### config.mk
export PLATFORM = sky130hd
export DESIGN_NAME = mips_bus_arbiter
export DESIGN_NICKNAME = d
export VERILOG_FILES = /design/src/rtl/mips_bus_pkg.sv /design/src/rtl/mips_bus_arb_pick.sv /design/src/rtl/mips_bus_arbiter.sv
export SDC_FILE = /design/constraint.sdc
export NUM_CORES = 1
export LEC_CHECK = 0
export ABC_AREA = 1
export CAP_MARGIN = 20
export CORE_MARGIN = 1
export CORE_UTILIZATION = 35
export CTS_CLUSTER_DIAMETER = 100
export CTS_CLUSTER_SIZE = 24
export DETAILED_ROUTE_END_ITERATION = 7
export PLACE_DENSITY = 0.78
export SYNTH_ARGS = -nofsm -noshare
export SYNTH_HDL_FRONTEND = slang
export SYNTH_SLANG_ARGS = --single-unit
### constraint.sdc
create_clock -name clk -period 6.12 [get_ports clk]
set_clock_uncertainty 0.15 [all_clocks]
set_input_delay 1.53 -clock clk [delete_from_list [all_inputs] [get_ports clk]]
set_output_delay 1.53 -clock clk [all_outputs]
set_load 0.01 [all_outputs]
### src/rtl/mips_bus_pkg.sv
// Shared types and default widths for the MIPS bus arbiter slice.
package mips_bus_pkg;

    localparam int DEF_ADDR_W = 32;
    localparam int DEF_DATA_W = 32;
    localparam int MAX_CH     = 8;

    typedef enum logic {
        IDLE   = 1'b0,
        LOCKED = 1'b1
    } arb_state_t;

    typedef logic [$clog2(MAX_CH)-1:0] ch_idx_t;

    // Channel that follows the winner in round-robin order.
    function automatic ch_idx_t next_ch(input int winner, input int num_ch);
        return (winner + 1 >= num_ch) ? '0 : ch_idx_t'(winner + 1);
    endfunction

endpackage

### src/rtl/mips_bus_arb_pick.sv
// Combinational grant picker: first requester at or after ptr, wrapping, wins.
module mips_bus_arb_pick
    import mips_bus_pkg::*;
#(
    parameter int NUM_CH = 2
) (
    input  logic [NUM_CH-1:0] req,
    input  ch_idx_t           ptr,
    output logic [NUM_CH-1:0] grant
);

    // Walk from the farthest offset down so the nearest requester overwrites.
    always_comb begin
        grant = '0;
        for (int k = NUM_CH - 1; k >= 0; k--) begin
            for (int i = 0; i < NUM_CH; i++) begin
                if (req[i] && ((int'(ptr) + k == i) || (int'(ptr) + k == i + NUM_CH))) begin
                    grant    = '0;
                    grant[i] = 1'b1;
                end
            end
        end
    end

endmodule

### src/rtl/mips_bus_arbiter.sv
// N-channel to single-master bus arbiter with lock-on-stall and read return routing.
// Define MIPS_BUS_ARB_RR_EN for round-robin arbitration; default is fixed priority.
module mips_bus_arbiter
    import mips_bus_pkg::*;
#(
    parameter int NUM_CH = 2,
    parameter int ADDR_W = DEF_ADDR_W,
    parameter int DATA_W = DEF_DATA_W
) (
    input  logic                       clk,
    input  logic                       reset,
    input  logic [NUM_CH-1:0]          ch_read,
    input  logic [NUM_CH-1:0]          ch_write,
    input  logic [NUM_CH*ADDR_W-1:0]   ch_address,
    input  logic [NUM_CH*DATA_W-1:0]   ch_writedata,
    input  logic [NUM_CH*DATA_W/8-1:0] ch_byteenable,
    output logic [NUM_CH-1:0]          ch_waitrequest,
    output logic [NUM_CH-1:0]          ch_readdatavalid,
    output logic [DATA_W-1:0]          ch_readdata,
    output logic                       read,
    output logic                       write,
    output logic [ADDR_W-1:0]          address,
    output logic [DATA_W-1:0]          writedata,
    output logic [DATA_W/8-1:0]        byteenable,
    input  logic                       waitrequest,
    input  logic [DATA_W-1:0]          readdata,
    output logic                       proto_err
);

    localparam int BE_W = DATA_W / 8;

    arb_state_t          state, state_nxt;
    logic                armed;
    logic [NUM_CH-1:0]   req, both, pick_grant, lock_grant, grant;
    ch_idx_t             ptr;
    logic                live, live_rd, live_wr, accept;
    logic [ADDR_W-1:0]   live_adr;
    logic [DATA_W-1:0]   live_wd;
    logic [BE_W-1:0]     live_be;
    logic                hold_rd, hold_wr;
    logic [ADDR_W-1:0]   hold_adr;
    logic [DATA_W-1:0]   hold_wd;
    logic [BE_W-1:0]     hold_be;
    logic [NUM_CH-1:0]   rdv_p1;

    assign req  = ch_read | ch_write;
    assign both = ch_read & ch_write;

    mips_bus_arb_pick #(.NUM_CH(NUM_CH)) u_pick (
        .req   (req),
        .ptr   (ptr),
        .grant (pick_grant)
    );

`ifdef MIPS_BUS_ARB_RR_EN
    ch_idx_t ptr_nxt;

    always_comb begin
        ptr_nxt = ptr;
        for (int i = 0; i < NUM_CH; i++) begin
            if (accept && grant[i]) ptr_nxt = next_ch(i, NUM_CH);
        end
    end

    always_ff @(posedge clk or posedge reset) begin
        if (reset) ptr <= '0;
        else       ptr <= ptr_nxt;
    end
`else
    assign ptr = '0;
`endif

    always_ff @(posedge clk or posedge reset) begin
        if (reset) state <= IDLE;
        else       state <= state_nxt;
    end

    always_comb begin
        state_nxt = state;
        case (state)
            IDLE:    if ((read | write) && waitrequest) state_nxt = LOCKED;
            LOCKED:  if (!waitrequest) state_nxt = IDLE;
            default: state_nxt = IDLE;
        endcase
    end

    // Bus mux: a frozen owner that drops its request keeps the bus on held values.
    always_comb begin
        grant = '0;
        if (armed) grant = (state == LOCKED) ? lock_grant : pick_grant;
        live     = |(req & grant);
        live_rd  = |(ch_read & ~ch_write & grant);
        live_wr  = |(ch_write & grant);
        live_adr = '0;
        live_wd  = '0;
        live_be  = '0;
        for (int i = 0; i < NUM_CH; i++) begin
            if (grant[i]) begin
                live_adr = ch_address[i*ADDR_W +: ADDR_W];
                live_wd  = ch_writedata[i*DATA_W +: DATA_W];
                live_be  = ch_byteenable[i*BE_W +: BE_W];
            end
        end
        if (state == LOCKED && !live) begin
            read       = hold_rd;
            write      = hold_wr;
            address    = hold_adr;
            writedata  = hold_wd;
            byteenable = hold_be;
        end else begin
            read       = live_rd;
            write      = live_wr;
            address    = live_adr;
            writedata  = live_wd;
            byteenable = live_be;
        end
        accept           = (read | write) & ~waitrequest;
        ch_waitrequest   = req & ~(grant & {NUM_CH{accept}});
        ch_readdatavalid = rdv_p1;
        ch_readdata      = (|rdv_p1) ? readdata : '0;
    end

    always_ff @(posedge clk or posedge reset) begin
        if (reset) begin
            armed      <= 1'b0;
            lock_grant <= '0;
            hold_rd    <= 1'b0;
            hold_wr    <= 1'b0;
            rdv_p1     <= '0;
            proto_err  <= 1'b0;
        end else begin
            armed <= 1'b1;
            if (state == IDLE && state_nxt == LOCKED) lock_grant <= grant;
            if ((read | write) && waitrequest) begin
                hold_rd <= read;
                hold_wr <= write;
            end
            // Accept cycle -> return strobe one cycle later
            rdv_p1 <= (accept && read) ? grant : '0;
            if ((|both) || (state == LOCKED && !live)) proto_err <= 1'b1;
        end
    end

    always_ff @(posedge clk) begin
        if ((read | write) && waitrequest) begin
            hold_adr <= address;
            hold_wd  <= writedata;
            hold_be  <= byteenable;
        end
    end

endmodule
==> metrics.md, run 1 <==
| Metric | Value |
|---|---|
| Largest family of logic cells by synthesized area | simple AND/OR/NAND/NOR gates |
| Adder-Cell Fraction of Synth Area | 0% |
| Most frequent cells after synthesis | 105 x nor2_1, 91 x nand2_1, 80 x nand3_1, 68 x a31oi_1, 68 x edfxtp_1 |
| Synth top area cells | edfxtp_1 47%, a31oi_1 9.9%, nand3_1 9.3% |
| Synth top area share | 47.32% |
| Largest net degree at the start of global routing | 72 |
| Setup violations, final | 0 |
| ANT cells | 0 |
| Placed wire-length estimate | 10860 um |
| Clk sinks | 77 |
| # IOs | 282 |
| Synth Area in Simple Gates | 27.05% |
| Total GRT Usage | 23.72% |
| Clock Path Buffers | 2 |
| Clock transition at path regs | 0.06 ns |
| Max Cap Viol | 0 |
| Routed wl met2 | 7724 um |
| Die H | 113.0 um |
| Max-slew violations | 0 |
| Area of the multi-input gates | 1653 sq um |
| DRC | 0 |
| Die W | 113.0 um |
| First-pass GRT wire length | 24080 um |
| IO buf count | 281 |
| Netlist cell types | 22 |
| Fraction of synthesized area in multiplexers | 0% |
| Root buf cell | clkbuf_16 |
| CP startpoint | ch_write[0] |
| Post-DP Area | 7218 sq um |
| Crit share post-route | 95.05% |
| Routed wl met3 | 825 um |
| Combinational power share | 51.7% |
| Fin area | 7487 sq um |
| Vias/cell | 5.169 |
| Post-synth EDFFs | 68 |
| Unrepaired setup endpoints after global routing | false |
| Via count | 4828 |
| Biggest area consumer among synthesized cells | edfxtp_1 |
| Total negative slack | 0 ns |
| Post-CTS setup buffer count | 0 |
| Post-synthesis sequential area ratio | 52.54% |
| Initial antenna violation count | 0 |
| Fillers | 1031 |
| Min Tclk post-route | 5.817 ns |
| Share of total power in sequential cells | 31.8% |
| Clock power frac | 16.4% |
| Post-cts sizing count | 0 |
| CP Launch Type | input port |
| Avg Cell Area, Syn | 8.331 sq um |
| Gpl congestion | 0.9098 |
| Synth Area in XOR/XNOR | 0% |
| # hold bufs at CTS | 0 |
| Synth warnings | 0 |
| Asr flop ratio synth | 11.69% |
| Highest Clock Rate | 171.9 MHz |
| H-tree lvl count | 3 |
| Gr ovfl total | 0 |
| CTS buffer count | 9 |
| Layout area overhead | 73.50% |
| Fin. Hold Viols | 0 |
| Metal-1 WL | 6034 um |
| Pwr dens | 388.1 nW/um^2 |
| DR top layer | met4 |
| Flops & latches, synth | 77 |
| Main synth FF type | edfxtp_1 |
| Vias in the first global route | 4841 |
| Share of cells above drive strength 1 | 4.447% |
| Max VDD drop | 0.2128 mV |
| Post-route antenna net violation count | 0 |
| Outcome | completed |
| Min-delay worst type | flop to flop |
| Worst EP required | 4.44 ns |
| Arr. time, crit path | 4.14 ns |
| Leak Pwr | 2.869 nW |
| Cell Area, Synth | 4315 sq um |
| Row Count | 40 |
| Cell with the most instances after synthesis | nor2_1 |
| Total Wirelength | 15080 um |
| Critical R2R Launch | state |
| HP Start | hold_rd |
| CORE AREA | 12010 sq um |
| Initial Util | 35.93% |
| Complex-gate fraction of the synthesized area | 10.81% |
| DR pass1 iterations | 5 |
| Post-Syn Nets | 693 |
| Pin slew with the least headroom to its limit | 0.9725 ns |
| Psw | 1.038 mW |
| CP Capture Type | output port |
| Setup CP Type | input port to output port |
| Initial DRC Count | 411 |
| Register area | 2267 sq um |
| P_int | 1.868 mW |
| Rel. slew slack | 35.17% |
| Drt wl/cell | 16.15 um |
| CTS tree | done |
| Die ar. | 12780 sq um |
| Sw frac | 35.73% |
| CP Max Fanout | 41 |
| Final nets | 957 |
| Clock Latency Late Sink | 0.32 ns |
| Cells after Synth | 518 |
## worst max-delay path, cell delays in order
cell             delay, ns
clkdlybuf4s50_1       0.49
nor2_2                0.21
nand3_1               0.12
nand2_2               0.12
nand3_1               0.18
nand2_4               0.33
buf_12                0.25
nor2_1                0.06
a31oi_1               0.21
clkdlybuf4s50_1       0.61
## stage by stage
stage                     util, %  setup WS, ns  hold WS (ns)  cells  total power [mW]
after global routing        62.33        0.1612        0.3560    934             3.075
after detailed placement    60.09        0.3514        0.3101    917             2.438
after global placement      60.09        0.4725        0.3086    917             2.397
final                       62.33        0.3029        0.3251    934             2.906
after floorplan                 -         1.818        0.2917    518             1.648
after CTS                   62.24        0.3565        0.3246    933             2.915
## power groups by stage
stage | Sequential (mW) | Clock, mW | Combinational, mW
6_report | 0.925 | 0.478 | 1.50
5_1_grt | 0.943 | 0.505 | 1.63
4_1_cts | 0.926 | 0.482 | 1.51
3_5_place_dp | 0.935 | 0 | 1.50
3_3_place_gp | 0.929 | 0 | 1.47
2_1_floorplan | 0.918 | 0 | 0.731
## routing by layer
layer  global-route usage [%]  vias up
met3                    3.535       40
met2                    41.68      222
met5                        0        -
met1                    28.59     2264
met4                    11.14        0
li1                         -     2302
## cell families after synthesis
group	count (synthesis)
compound gates	73
buf+inv	86
flops	77
other cells	1
simple gates	281
## registers in the layout, indices dropped and copies added, names as in the netlist
name              flops
armed                 1
ch_readdatavalid      2
hold_adr             32
hold_be               4
hold_rd               1
hold_wd              32
hold_wr               1
lock_grant            2
proto_err             1
state                 1
## layout by cell type, fill, tap and decap left out, drive strengths merged
cell / Yosys / layout
a21boi: 1 / 1
a21oi: 1 / 1
a31oi: 69 / 69
buf: 25 / 11
clkbuf: 14 / 9
clkdlybuf4s50: 0 / 281
clkinv: 0 / 6
clkinvlp: 0 / 1
conb: 1 / 1
dfrtp: 9 / 9
edfxtp: 68 / 68
inv: 47 / 47
nand2: 94 / 94
nand3: 80 / 80
nor2: 106 / 106
o211ai: 1 / 1
o21ai: 1 / 1
or2: 1 / 1
## cell type report
cell class	count	share of cell area [%]
Timing Repair Buffer	292	39.39
Sequential cell	77	30.28
Multi-Input combinational cell	355	22.08
Clock buffer	9	3.008
Tap cell	147	2.457
Inverter	47	2.356
Clock inverter	7	0.4345
## path summary, 6_finish.rpt
path / to / slack [ns] / cells past startpoint
setup / recovery: writedata[24] / 0.30 / 10
setup reg to reg: lock_grant[0] / 3.50 / 11
hold reg to reg: hold_rd / 0.33 / 2
hold / removal: hold_rd / 0.33 / 2
max in group asynchronous: lock_grant[0] / 4.23 / 2
min in group asynchronous: ch_readdatavalid[1] / 1.32 / 2
Power figures use the tool's default switching activity.
==> inputs of run 2 (changes only) <==
--- a/config.mk
+++ b/config.mk
@@ -12,6 +12,7 @@
 export CTS_CLUSTER_DIAMETER = 100
 export CTS_CLUSTER_SIZE = 24
 export DETAILED_ROUTE_END_ITERATION = 7
+export MAX_ROUTING_LAYER = met4
 export PLACE_DENSITY = 0.78
 export SYNTH_ARGS = -nofsm -noshare
 export SYNTH_HDL_FRONTEND = slang
==> metrics.md, run 2 (synthesis results as in run 1) <==
| Metric | Value |
|---|---|
| Post-CTS setup buffer count | 0 |
| Clk sinks | 77 |
| Total negative slack | 0 ns |
| Root buf cell | clkbuf_16 |
| Hold path depth | 2 |
| CP max-delay cell | clkdlybuf4s50_1 |
| Via count | 4847 |
| Clock Path Buffers | 2 |
| DR top layer | met4 |
| Routed wl met3 | 833 um |
| Rel. slew slack | 33.70% |
| Unrepaired setup endpoints after global routing | false |
| Initial antenna violation count | 0 |
| CTS tree | done |
| First-pass GRT wire length | 24090 um |
| Routed wl met2 | 7726 um |
| Setup CP Type | input port to output port |
| Post-route antenna net violation count | 0 |
| Final nets | 957 |
| # hold bufs at CTS | 0 |
| Die H | 113.0 um |
| Cell family with most CP delay | buffers and inverters |
| Initial Util | 35.93% |
| Vias in the first global route | 4839 |
| ANT cells | 0 |
| Layout area overhead | 73.50% |
| DR pass1 iterations | 5 |
| Placed wire-length estimate | 10860 um |
| CP Capture Type | output port |
| Critical R2R Launch | state |
| Gpl congestion | 0.9255 |
| CORE AREA | 12010 sq um |
| Hold slack | 0.3252 ns |
| Crit share post-route | 95.09% |
| CTS buffer count | 9 |
| Clock transition at path regs | 0.06 ns |
| Min-delay worst type | flop to flop |
| Hold EP | hold_rd |
| Leak Pwr | 2.869 nW |
| Highest Clock Rate | 171.8 MHz |
| Initial DRC Count | 364 |
| H-tree lvl count | 3 |
| Register area | 2267 sq um |
| Post-layout util | 62.33% |
| CP Launch Type | input port |
| Min Tclk post-route | 5.819 ns |
| DRC | 0 |
| Pwr dens | 388.5 nW/um^2 |
| Regs by FF count | hold_adr (32), hold_wd (32), hold_be (4) |
| Commonest non-fill, non-tap cell in the layout | clkdlybuf4s50_1 |
| Max Cap Viol | 0 |
| # IOs | 282 |
| WP buf/inv | 3 |
| Share of cells above drive strength 1 | 4.447% |
| Metal-1 WL | 6119 um |
| Setup violations, final | 0 |
| Reg-to-reg endpoint | lock_grant[0] |
| Fillers | 1031 |
| Most frequent cells in the layout | 281 x clkdlybuf4s50_1, 104 x nor2_1, 90 x nand2_1 |
| Area of the multi-input gates | 1653 sq um |
| Largest net degree at the start of global routing | 72 |
| Arr. time, crit path | 4.14 ns |
| CP max stage delay | 0.61 ns |
| Max VDD drop | 0.2133 mV |
| Vias/cell | 5.190 |
| Max-slew violations | 0 |
| R2R setup slack | 3.48 ns |
| Gr ovfl total | 0 |
| Worst R2R Path Depth | 11 |
| Die ar. | 12780 sq um |
| Row Count | 40 |
| Drt wl/cell | 16.23 um |
| IO buf count | 281 |
| Total Wirelength | 15160 um |
| Critical path, cell by cell | clkdlybuf4s50_1 > nor2_2 > nand3_1 > nand2_2 > nand3_1 > nand2_4 > buf_12 > nor2_1 > a31oi_1 > clkdlybuf4s50_1 |
| Outcome | completed |
| HP Start | hold_rd |
| Worst EP required | 4.44 ns |
| Post-cts sizing count | 0 |
| Total GRT Usage | 24.42% |
| Fin. Hold Viols | 0 |
| Clock Latency Late Sink | 0.32 ns |
| CP Max Fanout | 41 |
| Die W | 113.0 um |
| Pin slew with the least headroom to its limit | 0.9945 ns |
## run 2: layout make-up
type                       count  share of cell area (%)
inverter                      47                   2.356
timing repair buffer         292                   39.39
multi-input combinational    355                   22.08
tap                          147                   2.457
clock inverter                 7                  0.4345
clock buffer                   9                   3.008
sequential                    77                   30.28
## run 2: worst max path at each step
stage | cells after the start | end | slack [ns] | start
after floorplan | 9 | address[30] | 1.82 | ch_write[0]
after global placement | 10 | writedata[9] | 0.47 | ch_write[0]
after detailed placement | 10 | writedata[24] | 0.35 | ch_write[0]
after CTS | 10 | writedata[24] | 0.36 | ch_write[0]
after global routing | 10 | writedata[24] | 0.16 | ch_write[0]
final | 10 | writedata[24] | 0.30 | ch_write[0]
## run 2: where the power goes
part           internal (mW)  leakage [nW]  switching (mW)
combinational          0.731          1.99           0.774
sequential             0.869         0.758          0.0565
clock                  0.268         0.125           0.210
total                   1.87          2.87            1.04
## run 2: stage by stage
stage,instance area (sq um),instances,setup slack [ns],power [mW]
3_5_place_dp,7218,917,0.3514,2.438
4_1_cts,7476,933,0.3565,2.915
5_1_grt,7487,934,0.1612,3.073
2_1_floorplan,4315,518,1.818,1.648
6_report,7487,934,0.3007,2.909
3_3_place_gp,7218,917,0.4725,2.397
## run 2: layer usage
layer  vias up  track usage (%)
li1       2301                -
met1      2266            28.76
met2       233            41.72
met3        47            3.107
met4         0            11.14
met5         -                -
## run 2: worst register-to-register path, delay by kind of cell (launching register included)
kind	cells	cell delay, ns
buffers and inverters	1	0.09
AND/OR/NAND/NOR	10	1.91
flip-flops	1	0.37
